## src/rtl/occupancy_tracker.sv

```systemverilog
// Room occupancy tracker: synchronises and edge-detects the entry/exit sensor
// lines, maintains a clamped occupancy count with capacity flags, sticky
// overflow/underflow errors, a registered alarm and a peak-occupancy register.
module occupancy_tracker #(
    parameter int WIDTH       = 4,
    parameter int CAPACITY    = 7,
    parameter int ALMOST_FULL = 6,
    parameter int SYNC_STAGES = 2
) (
    input  logic             clk,
    input  logic             reset,
    input  logic             ent_in,
    input  logic             ext_in,
    input  logic             enable,
    input  logic             clr_err,
    input  logic             clr_peak,
    output logic [WIDTH-1:0] count,
    output logic [WIDTH-1:0] peak,
    output logic             empty,
    output logic             full,
    output logic             almost_full,
    output logic             ovf_err,
    output logic             udf_err,
    output logic             alarm
);

    localparam logic [WIDTH-1:0] CAP_W = WIDTH'(CAPACITY);
    localparam logic [WIDTH-1:0] AF_W  = WIDTH'(ALMOST_FULL);

    // Index 0 = entry sensor, index 1 = exit sensor.
    logic [1:0] sens_in;
    logic [1:0] evt;

    assign sens_in = {ext_in, ent_in};

    genvar gi;
    generate
        for (gi = 0; gi < 2; gi++) begin : g_sensor
            logic [SYNC_STAGES-1:0] sync_reg;
            logic                   hist_reg;

            // Synchroniser chain plus history flop; history keeps tracking even
            // when events are disabled so nothing is replayed on re-enable.
            always_ff @(posedge clk or posedge reset) begin
                if (reset) begin
                    sync_reg <= '0;
                    hist_reg <= 1'b0;
                end else begin
                    sync_reg <= {sync_reg[SYNC_STAGES-2:0], sens_in[gi]};
                    hist_reg <= sync_reg[SYNC_STAGES-1];
                end
            end

            assign evt[gi] = sync_reg[SYNC_STAGES-1] & ~hist_reg;
        end
    endgenerate

    logic [WIDTH-1:0] count_reg, count_next;
    logic [WIDTH-1:0] peak_reg, peak_next;
    logic             ovf_reg, ovf_next;
    logic             udf_reg, udf_next;
    logic             alarm_reg;
    logic             ent_evt, ext_evt;
    logic             ovf_set, udf_set;

    assign ent_evt = enable & evt[0];
    assign ext_evt = enable & evt[1];

    // Next-state: clamped count update, sticky error flags (set beats clear),
    // and peak tracking against the post-update count.
    always_comb begin
        count_next = count_reg;
        ovf_set    = 1'b0;
        udf_set    = 1'b0;
        if (ent_evt && !ext_evt) begin
            if (count_reg < CAP_W) begin
                count_next = count_reg + 1'b1;
            end else begin
                ovf_set = 1'b1;
            end
        end else if (ext_evt && !ent_evt) begin
            if (count_reg != '0) begin
                count_next = count_reg - 1'b1;
            end else begin
                udf_set = 1'b1;
            end
        end
        ovf_next  = ovf_set | (ovf_reg & ~clr_err);
        udf_next  = udf_set | (udf_reg & ~clr_err);
        peak_next = peak_reg;
        if (clr_peak || (count_next > peak_reg)) begin
            peak_next = count_next;
        end
    end

    // State registers; alarm is registered from the next error state so it
    // rises on the same edge as the error flag that causes it.
    always_ff @(posedge clk or posedge reset) begin
        if (reset) begin
            count_reg <= '0;
            peak_reg  <= '0;
            ovf_reg   <= 1'b0;
            udf_reg   <= 1'b0;
            alarm_reg <= 1'b0;
        end else begin
            count_reg <= count_next;
            peak_reg  <= peak_next;
            ovf_reg   <= ovf_next;
            udf_reg   <= udf_next;
            alarm_reg <= ovf_next | udf_next;
        end
    end

    assign count       = count_reg;
    assign peak        = peak_reg;
    assign empty       = (count_reg == '0);
    assign full        = (count_reg == CAP_W);
    assign almost_full = (count_reg >= AF_W);
    assign ovf_err     = ovf_reg;
    assign udf_err     = udf_reg;
    assign alarm       = alarm_reg;

endmodule

```

## config.mk

```make
export PLATFORM = sky130hd
export DESIGN_NAME = occupancy_tracker
export DESIGN_NICKNAME = d
export VERILOG_FILES = /design/src/rtl/occupancy_tracker.sv
export SDC_FILE = /design/constraint.sdc
export NUM_CORES = 1
export LEC_CHECK = 0
export BUFFER_PORTS_ARGS = -buffer_cell sky130_fd_sc_hd__buf_2
export CORE_UTILIZATION = 54
export CTS_BUF_LIST = sky130_fd_sc_hd__clkbuf_4
export DETAILED_ROUTE_END_ITERATION = 10
export PLACE_DENSITY = 0.8
export RECOVER_POWER = 100
export SLEW_MARGIN = 5
export SYNTH_ARGS = -nofsm -noshare
export SYNTH_HDL_FRONTEND = slang
export SYNTH_SLANG_ARGS = --single-unit
```

## constraint.sdc

```tcl
create_clock -name clk -period 3.4 [get_ports clk]
set_clock_uncertainty 0.1 [all_clocks]
set_input_delay 0 -clock clk [delete_from_list [all_inputs] [get_ports clk]]
set_output_delay 0 -clock clk [all_outputs]
set_load 0.005 [all_outputs]
```

==> results of run 1 <==
## worst max-delay path: stages (launching register included)
cell and delay (ns):
dfrtp_1 0.49, inv_1 0.11, ha_1 0.25, or3b_1 0.23, inv_1 0.08, nor3_2 0.32, o32ai_2 0.16, ha_1 0.31
nor2b_1 0.15, o31ai_1 0.08, a21oi_1 0.35, mux2_2 0.38
## routing by layer
layer  up-vias  part of all wire, %
met2        17                   50
met1       367                   45
met5         -                    0
li1        361                    -
met4         0                  1.9
met3         4                  3.2
## power groups by stage
| stage | Combinational, mW | Clock, mW | Sequential [mW] |
|---|---|---|---|
| global route | 0.538 | 0.118 | 0.336 |
| floorplan | 0.341 | 0 | 0.322 |
| finish | 0.483 | 0.107 | 0.327 |
| global placement | 0.467 | 0 | 0.327 |
| CTS | 0.492 | 0.111 | 0.326 |
| detailed placement | 0.486 | 0 | 0.330 |
## placed cells by master, fill, tap and decap left out, types with 3 or more instances in the layout
master         instances
a31o_2                 3
buf_2                 18
mux2_2                 3
inv_1                 13
nor2_1                 3
clkbuf_4               3
dfrtp_1               17
nand4_1                6
ha_1                   7
dlygate4sd3_1          5
## kinds of logic after synthesis
| kind of cell | synth area share, % |
|---|---|
| simple gates | 16.9 |
| flops | 46.6 |
| compound gates | 15.9 |
| fa+ha+maj | 9.59 |
| mux | 5.34 |
| buf+inv | 5.75 |
## layout make-up
type / instances / share of cell area (%)
Clock buffer: 3 / 2.02
Clock inverter: 1 / 0.673
Inverter: 14 / 4.71
Multi-Input combinational cell: 52 / 38.8
Sequential cell: 17 / 38.1
Tap cell: 16 / 1.79
Timing Repair Buffer: 26 / 13.9
## what timing repair did
| action | CTS | global route |
|---|---|---|
| endpoints found under the hold margin | 21 | 0 |
| hold buffers | 5 | 0 |
| buffers inserted | 0 | 0 |
## through the flow
| stage | utilization, % | area [sq um] |
|---|---|---|
| 4_1_cts | 72.7 | 1120 |
| 2_1_floorplan | - | 913 |
| 5_1_grt | 72.4 | 1120 |
| 6_report | 72.4 | 1120 |
| 3_3_place_gp | 67.5 | 1040 |
| 3_5_place_dp | 67.5 | 1040 |
## how the worst min path moves through the flow
stage | start | to | slack, ns
2_1_floorplan | reset | alarm$_DFF_PP0_ | -0.17
3_3_place_gp | reset | g_sensor[0].sync_reg[1]$_DFF_PP0_ | 0.003
3_5_place_dp | reset | g_sensor[1].sync_reg[0]$_DFF_PP0_ | 0.01
4_1_cts | clr_peak | peak[0]$_DFFE_PP0P_ | 0.14
5_1_grt | clr_peak | peak[0]$_DFFE_PP0P_ | 0.19
6_report | clr_peak | peak[0]$_DFFE_PP0P_ | 0.14
==> flow_summary.yaml, run 1 <==
power:
  power.share.clock_pct: 11.6
  swShare_pct: 39.6
  cellInternalPower_mw: 0.554
  ir_drop_uv: 521
  power_mw: 0.917
  combPwrFrac_pct: 52.7
  seqPwrFrac_pct: 35.7
  power_density_nw_per_um2: 822
  power_switching_mw: 0.363
  leakage_nw: 0.561
final_layout:
  nNetsFinal: 128
  num_antenna_cells: 0
  fillers: 122
  drive_gt1_share_pct: 31.0
  multi_input_area_sq_um: 433
  areaGrowthSynthToFinish_pct: 22.2
  stdcell_count: 129
  ff_latch_area_sq_um: 425
routing:
  wl_um: 1760
  wl_per_cell_um: 13.6
  avgViaCountPerCell: 5.81
  drtPass1Iterations: 3
  via_count: 749
  remaining_drc_errors: 0
  antenna_left: 0
  drtIter0Drc: 16
sta:
  relSlewSlack_pct: 57.6
  worst_slack_ns: 0.276
  maxSlewViolCount: 0
  hold_slack_ns: 0.144
  period_needed_ns: 3.12
  setup_viol: 0
  tns_ns: 0
  fmax_mhz: 320
  tightestPinTransition_ns: 0.635
  hold_viol_final: 0
  rsz0062_at_grt: "no"
  finalCritPeriodShare_pct: 91.9
synthesis:
  seq_area_frac_synth_pct: 46.6
  synth.area.top_cells: "dfrtp_1, ha_1, inv_1, nand4_1, mux2_2"
  postSynthAreaPerCell_sq_um: 11.0
  ys.flop_type: "dfrtp_1"
  syn_inst: 83
  synth_edf_count: 0
  synthDistinctLibCells: 31
  post-synth-top-area-fraction_pct: 46.6
  syn_area_sq_um: 913
  synth_fp_nets: 97
  yosysTopAreaCell: "dfrtp_1"
  synthArstFlopShare_pct: 100
  synth-seq-cells: 17
  yosys_warnings: 0
  yosysMostFrequentCell: "dfrtp_1"
  synthTopCellsByCount: "dfrtp_1, inv_1, ha_1"
floorplanning:
  rows: 14
  start_util_pct: 59.3
  die_x_um: 43.1
  die-area_sq_um: 1860
  coreArea_sq_um: 1540
  die_h_um: 43.1
  io_pins: 21
cts:
  cts_sinks: 17
  cts_resized: 0
  ctsRootBufferMaster: "clkbuf_4"
  cts_tree: "done"
  cts.clk_slew.worst_paths_ns: 0.09
  h-tree-depth: 1
  clk_latency_ns: 0.29
  cts_made_buffers: 3
  max-clock-path-buffers: 2
global_routing:
  use_met2_pct: 37.6
  grt_util_met3_pct: 2.55
  grt_pass1_wl_um: 2970
  grt-busiest-layer: "met2"
  grt_max_degree: 18
  track_usage_pct: 22.1
  gr-usage-met1_pct: 26.1
  antenna_found_initial: 0
  grt_pass1_vias: 742
  globalRouteOverflowTotal: 0
critical_path:
  cp-end-kind: "flip-flop"
  crit_end: "peak[2]$_DFFE_PP0P_"
  crit_type: "flip-flop to flip-flop"
  arrival_ns: 3.21
  critPathLaunch: "count[0]$_DFF_PP0_"
  reg2reg_from: "count[0]$_DFF_PP0_"
  rr_worst_depth: 11
  crit_fanout: 8
  critPathLaunchType: "flip-flop"
  r2r_end: "peak[2]$_DFFE_PP0P_"
  r2r_slack_ns: 0.28
  crit_required_ns: 3.48
flow_run:
  cap_violations: 0
placement:
  dpl.hpwl_um: 1370
  placed_cells: 120
  portBuffers: 20
  pre_cts_slack_ns: 0.301
  routabilityCongestion: 0.808
outcome:
  status: "complete, no violations"
min_path:
  hold_depth: 4
  hp-class: "primary input to flip-flop"
Power figures use the tool's default switching activity.
==> run 2: changes to the inputs <==
--- a/config.mk
+++ b/config.mk
@@ -6,10 +6,10 @@
 export NUM_CORES = 1
 export LEC_CHECK = 0
 export BUFFER_PORTS_ARGS = -buffer_cell sky130_fd_sc_hd__buf_2
-export CORE_UTILIZATION = 54
+export CORE_UTILIZATION = 49
 export CTS_BUF_LIST = sky130_fd_sc_hd__clkbuf_4
 export DETAILED_ROUTE_END_ITERATION = 10
-export PLACE_DENSITY = 0.8
+export PLACE_DENSITY = 0.76
 export RECOVER_POWER = 100
 export SLEW_MARGIN = 5
 export SYNTH_ARGS = -nofsm -noshare
==> constraint.sdc (replaced) <==
create_clock -name clk -period 2.74 [get_ports clk]
set_clock_uncertainty 0.1 [all_clocks]
set_input_delay 0 -clock clk [delete_from_list [all_inputs] [get_ports clk]]
set_output_delay 0 -clock clk [all_outputs]
set_load 0.005 [all_outputs]
==> run 2 against run 1 <==
  * Global-route usage grew 1.4 points
  * Die area grew 9.7%
  * First-iteration DRC count decreased by 44%
  * Worst setup slack worse by 0.24 ns
  * Highest routed layer unchanged
==> flow_summary.yaml, run 2 (synthesis gave the netlist of run 1 again) <==
final_layout:
  num_antenna_cells: 0
  drive_gt1_share_pct: 47.2
  final_cell_mix: "buf_2, dfrtp_1, buf_4, inv_1, nand4_1"
  layout_commonest_cell: "buf_2"
  final_util_pct: 72.6
  areaGrowthSynthToFinish_pct: 38.8
  nNetsFinal: 140
global_routing:
  globalRouteOverflowTotal: 0
  antenna_found_initial: 0
  grt_pass1_vias: 762
  grt_max_degree: 18
  track_usage_pct: 23.6
  grt_pass1_wl_um: 3370
routing:
  remaining_drc_errors: 0
  drtPass1Iterations: 6
  antenna_left: 0
  avgViaCountPerCell: 5.34
  drtIter0Drc: 9
  via_count: 801
  wl_um: 2150
  wl_per_cell_um: 14.3
floorplanning:
  io_pins: 21
  start_util_pct: 52.3
  die_h_um: 45.2
  die_x_um: 45.2
  die-area_sq_um: 2040
  rows: 15
  coreArea_sq_um: 1750
cts:
  cts_sinks: 17
  cts_made_buffers: 3
  ctsRootBufferMaster: "clkbuf_4"
  max-clock-path-buffers: 2
  cts.clk_slew.worst_paths_ns: 0.10
  clk_latency_ns: 0.28
  cts_tree: "done"
  h-tree-depth: 1
min_path:
  hold_depth: 3
  worstHoldStart: "enable"
  hp-class: "primary input to flip-flop"
  min_to: "udf_err$_DFF_PP0_"
outcome:
  status: "complete, no violations"
critical_path:
  crit_required_ns: 2.81
  r2r_slack_ns: 0.03
  crit_type: "flip-flop to flip-flop"
  crit_fanout: 4
  cp-end-kind: "flip-flop"
  reg2reg_from: "count[1]$_DFF_PP0_"
  arrival_ns: 2.78
  rr_worst_depth: 11
  critPathLaunchType: "flip-flop"
  r2r_end: "peak[0]$_DFFE_PP0P_"
sta:
  finalCritPeriodShare_pct: 98.7
  rsz0062_at_grt: "yes"
  period_needed_ns: 2.71
  hold_slack_ns: 0.0304
  maxSlewViolCount: 0
  worst_slack_ns: 0.0347
  fmax_mhz: 370
  hold_viol_final: 0
  relSlewSlack_pct: 57.2
  setup_viol: 0
  tightestPinTransition_ns: 0.641
  tns_ns: 0
flow_run:
  cap_violations: 0
placement:
  routabilityCongestion: 0.817
  dpl.hpwl_um: 1530
  portBuffers: 20
  pre_cts_slack_ns: -0.0701
power:
  leakage_nw: 0.625
  ir_drop_uv: 644
  power_density_nw_per_um2: 1120
  power_mw: 1.42
-- run 2: changes by cell type in the layout (fill, tap and decap cells not counted), sizes merged --
cell,delta
clkinvlp,-1
clkinv,+1
clkbuf,+1
buf,+12
dlygate4sd3,-1
-- run 2: area by class of cell --
cell class / count / area (sq um)
clock buffers: 3 / 22.5
clock inverters: 1 / 5.00
fillers: 139 / 478
inverters: 14 / 52.6
multi-input cells: 52 / 487
flip-flops and latches: 17 / 428
well taps: 25 / 31.3
repair buffers: 38 / 241
-- run 2: metrics by stage --
step / std cells / instance area [sq um]
floorplan: 83 / 932
global placement: 138 / 1140
detailed placement: 138 / 1140
CTS: 149 / 1260
global route: 150 / 1270
finish: 150 / 1270
-- run 2: routing by layer --
metal  routed length [um]  share of wire (%)  global-route usage (%)  vias to the layer above
li1                     -                  -                       -                      380
met4                   18               0.84                    9.09                        0
met5                    0                  0                       0                        -
met1                  928                 43                    28.6                      395
met2                 1130                 53                    41.7                       24
met3                   74                3.4                    3.60                        2
-- run 2: timing repair --
action,CTS,global route
setup buffers,3,1
pin swaps,4,6
endpoints found under the setup margin,4,4
hold endpoints to repair,21,0
resized for setup,6,2
hold buffers,4,0
cloned,0,0
-- run 2: where the power goes --
group          internal (mW)  total [mW]  switching [mW]
logic                  0.487       0.917           0.430
registers              0.323       0.379          0.0559
clock network         0.0541       0.128          0.0738
total                  0.865        1.42           0.559
-- run 2: worst max-delay path: stages (launching register included) --
cell and delay, ns:
dfrtp_2 0.43, inv_2 0.07, ha_4 0.13, or3b_4 0.39
inv_2 0.08, nor3_2 0.05, o32ai_2 0.27, ha_1 0.30
nor2b_4 0.15, o31ai_4 0.21, a21oi_4 0.11, mux2_4 0.30
-- run 2: worst max path at each step --
stage	from	end	slack, ns	depth (start not counted)
2_1_floorplan	count[0]$_DFF_PP0_	peak[0]$_DFFE_PP0P_	0.001	11
3_3_place_gp	count[0]$_DFF_PP0_	peak[0]$_DFFE_PP0P_	0.05	11
3_5_place_dp	count[0]$_DFF_PP0_	peak[0]$_DFFE_PP0P_	-0.07	11
4_1_cts	count[0]$_DFF_PP0_	peak[0]$_DFFE_PP0P_	-0.03	11
5_1_grt	count[0]$_DFF_PP0_	peak[0]$_DFFE_PP0P_	-0.04	11
6_report	count[1]$_DFF_PP0_	peak[0]$_DFFE_PP0P_	0.03	11
==> run 3: changes to the inputs <==
--- a/config.mk
+++ b/config.mk
@@ -6,10 +6,12 @@
 export NUM_CORES = 1
 export LEC_CHECK = 0
 export BUFFER_PORTS_ARGS = -buffer_cell sky130_fd_sc_hd__buf_2
-export CORE_UTILIZATION = 49
+export CELL_PAD_IN_SITES_DETAIL_PLACEMENT = 1
+export CELL_PAD_IN_SITES_GLOBAL_PLACEMENT = 2
+export CORE_UTILIZATION = 31
 export CTS_BUF_LIST = sky130_fd_sc_hd__clkbuf_4
 export DETAILED_ROUTE_END_ITERATION = 10
-export PLACE_DENSITY = 0.76
+export PLACE_DENSITY_LB_ADDON = 0.1
 export RECOVER_POWER = 100
 export SLEW_MARGIN = 5
 export SYNTH_ARGS = -nofsm -noshare
==> run 3 against run 2 <==
  * The flow now finishes with violations (setup timing)
  * Largest cell class unchanged
  * Clock power is 9% higher
  * Register-to-register slack worse by 0.07 ns
  * Wire length rose by 6.7%
  * Sequential power down 1%
==> flow_summary.yaml, run 3 (synthesis gave the netlist of run 1 again) <==
critical_path:
  crit_family: "compound AO/OA/AOI/OAI gates"
  r2r_end: "peak[0]$_DFFE_PP0P_"
  critPathLaunchType: "flip-flop"
  critPathLaunch: "count[1]$_DFF_PP0_"
  max_stage_delay_ns: 0.44
  crit_end: "peak[0]$_DFFE_PP0P_"
  r2r_slack_ns: -0.03
  cp_slowest_cell: "dfrtp_2"
  rr_worst_depth: 11
  crit_fanout: 4
  cp_num_cells: 11
  cp-end-kind: "flip-flop"
  crit_type: "flip-flop to flip-flop"
  path_cells: "inv_2, ha_4, or3b_4, inv_4, nor3_4, o32ai_2, ha_1, nor2b_4, o31ai_2, a21oi_2, mux2_4"
  crit_required_ns: 2.83
  arrival_ns: 2.86
  reg2reg_from: "count[1]$_DFF_PP0_"
  crit_buf_inv: 2
sta:
  maxSlewViolCount: 0
  tightestPinTransition_ns: 0.659
  hold_viol_final: 0
  finalCritPeriodShare_pct: 101
  worst_slack_ns: -0.0335
  fmax_mhz: 361
  period_needed_ns: 2.77
  relSlewSlack_pct: 56.0
  rsz0062_at_grt: "yes"
  setup_viol: 4
floorplanning:
  die_h_um: 56.3
  coreArea_sq_um: 2780
  die-area_sq_um: 3170
  rows: 19
  io_pins: 21
  start_util_pct: 32.8
  die_x_um: 56.3
cts:
  ctsRootBufferMaster: "clkbuf_4"
  max-clock-path-buffers: 2
  cts_made_buffers: 3
  cts_tree: "done"
  clk_latency_ns: 0.30
  cts_sinks: 17
  h-tree-depth: 1
  cts.clk_slew.worst_paths_ns: 0.11
global_routing:
  grt_pass1_vias: 789
  globalRouteOverflowTotal: 0
  grt-busiest-layer: "met2"
  gr-usage-met1_pct: 20.6
  grt_pass1_wl_um: 3710
  grt_max_degree: 18
  use_met2_pct: 25.7
  antenna_found_initial: 0
  grt_util_met3_pct: 2.76
  track_usage_pct: 15.5
min_path:
  hp-class: "primary input to flip-flop"
final_layout:
  nNetsFinal: 147
  drive_gt1_share_pct: 50.0
  num_antenna_cells: 0
  final_cell_mix: "buf_2, buf_4, dfrtp_1, inv_1"
  fillers: 326
  final_util_pct: 47.4
  areaGrowthSynthToFinish_pct: 44.2
  stdcell_count: 163
  final_area_sq_um: 1320
routing:
  wl_per_cell_um: 14.1
  via_count: 826
  wl_um: 2300
  avgViaCountPerCell: 5.07
  drtIter0Drc: 3
  drtPass1Iterations: 2
  remaining_drc_errors: 0
  antenna_left: 0
outcome:
  status: "complete, but fails checks"
  violations: "setup timing"
power:
  ir_drop_uv: 798
  leakage_nw: 0.657
  power_density_nw_per_um2: 1110
  power_mw: 1.46
placement:
  placed_cell_area_sq_um: 1180
  routabilityCongestion: 0.740
  portBuffers: 20
  dpl.hpwl_um: 1770
  placed_cells: 149
flow_run:
  cap_violations: 0
run 3: how the worst min path moves through the flow:
stage,start,to,depth (start not counted)
finish,enable,udf_err$_DFF_PP0_,3
global route,enable,udf_err$_DFF_PP0_,3
CTS,enable,udf_err$_DFF_PP0_,3
detailed placement,ext_in,g_sensor[1].sync_reg[0]$_DFF_PP0_,1
global placement,reset,g_sensor[0].sync_reg[0]$_DFF_PP0_,2
floorplan,reset,alarm$_DFF_PP0_,1
run 3: metrics by stage:
stage          hold slack, ns  setup slack (ns)  TNS [ns]
2_1_floorplan          -0.174           0.00137         0
3_3_place_gp          0.00980           -0.0443    -0.139
3_5_place_dp           0.0103            -0.156    -0.544
4_1_cts                0.0137           -0.0311   -0.0647
5_1_grt                0.0838            -0.137    -0.495
6_report               0.0618           -0.0335   -0.0658
run 3: area by class of cell:
class	count	area, sq um	area share (%)
multi-input cells	52	479	36.4
well taps	31	38.8	2.94
flip-flops and latches	17	428	32.5
clock inverters	1	5.00	0.380
repair buffers	45	289	21.9
clock buffers	3	22.5	1.71
inverters	14	55.1	4.18
run 3: what timing repair did:
item,4_1_cts,5_1_grt
buffers inserted,2,4
endpoints found under the hold margin,22,0
gates resized for setup,3,5
setup endpoints to repair,4,4
pin swaps,3,7
hold buffers,4,0
run 3: tightest hold or removal path, stage by stage:
cell and delay (ns):
buf_2 0.11, nand3b_1 0.19, o32ai_1 0.12
run 3: layer usage:
layer	vias up	routed length (um)
li1	399	-
met1	406	1100
met2	16	1090
met3	5	70
met4	0	38
met5	-	0
run 3: report_power, final:
part	switching (mW)	internal (mW)
registers	0.0509	0.323
clock network	0.0846	0.0545
logic	0.423	0.520
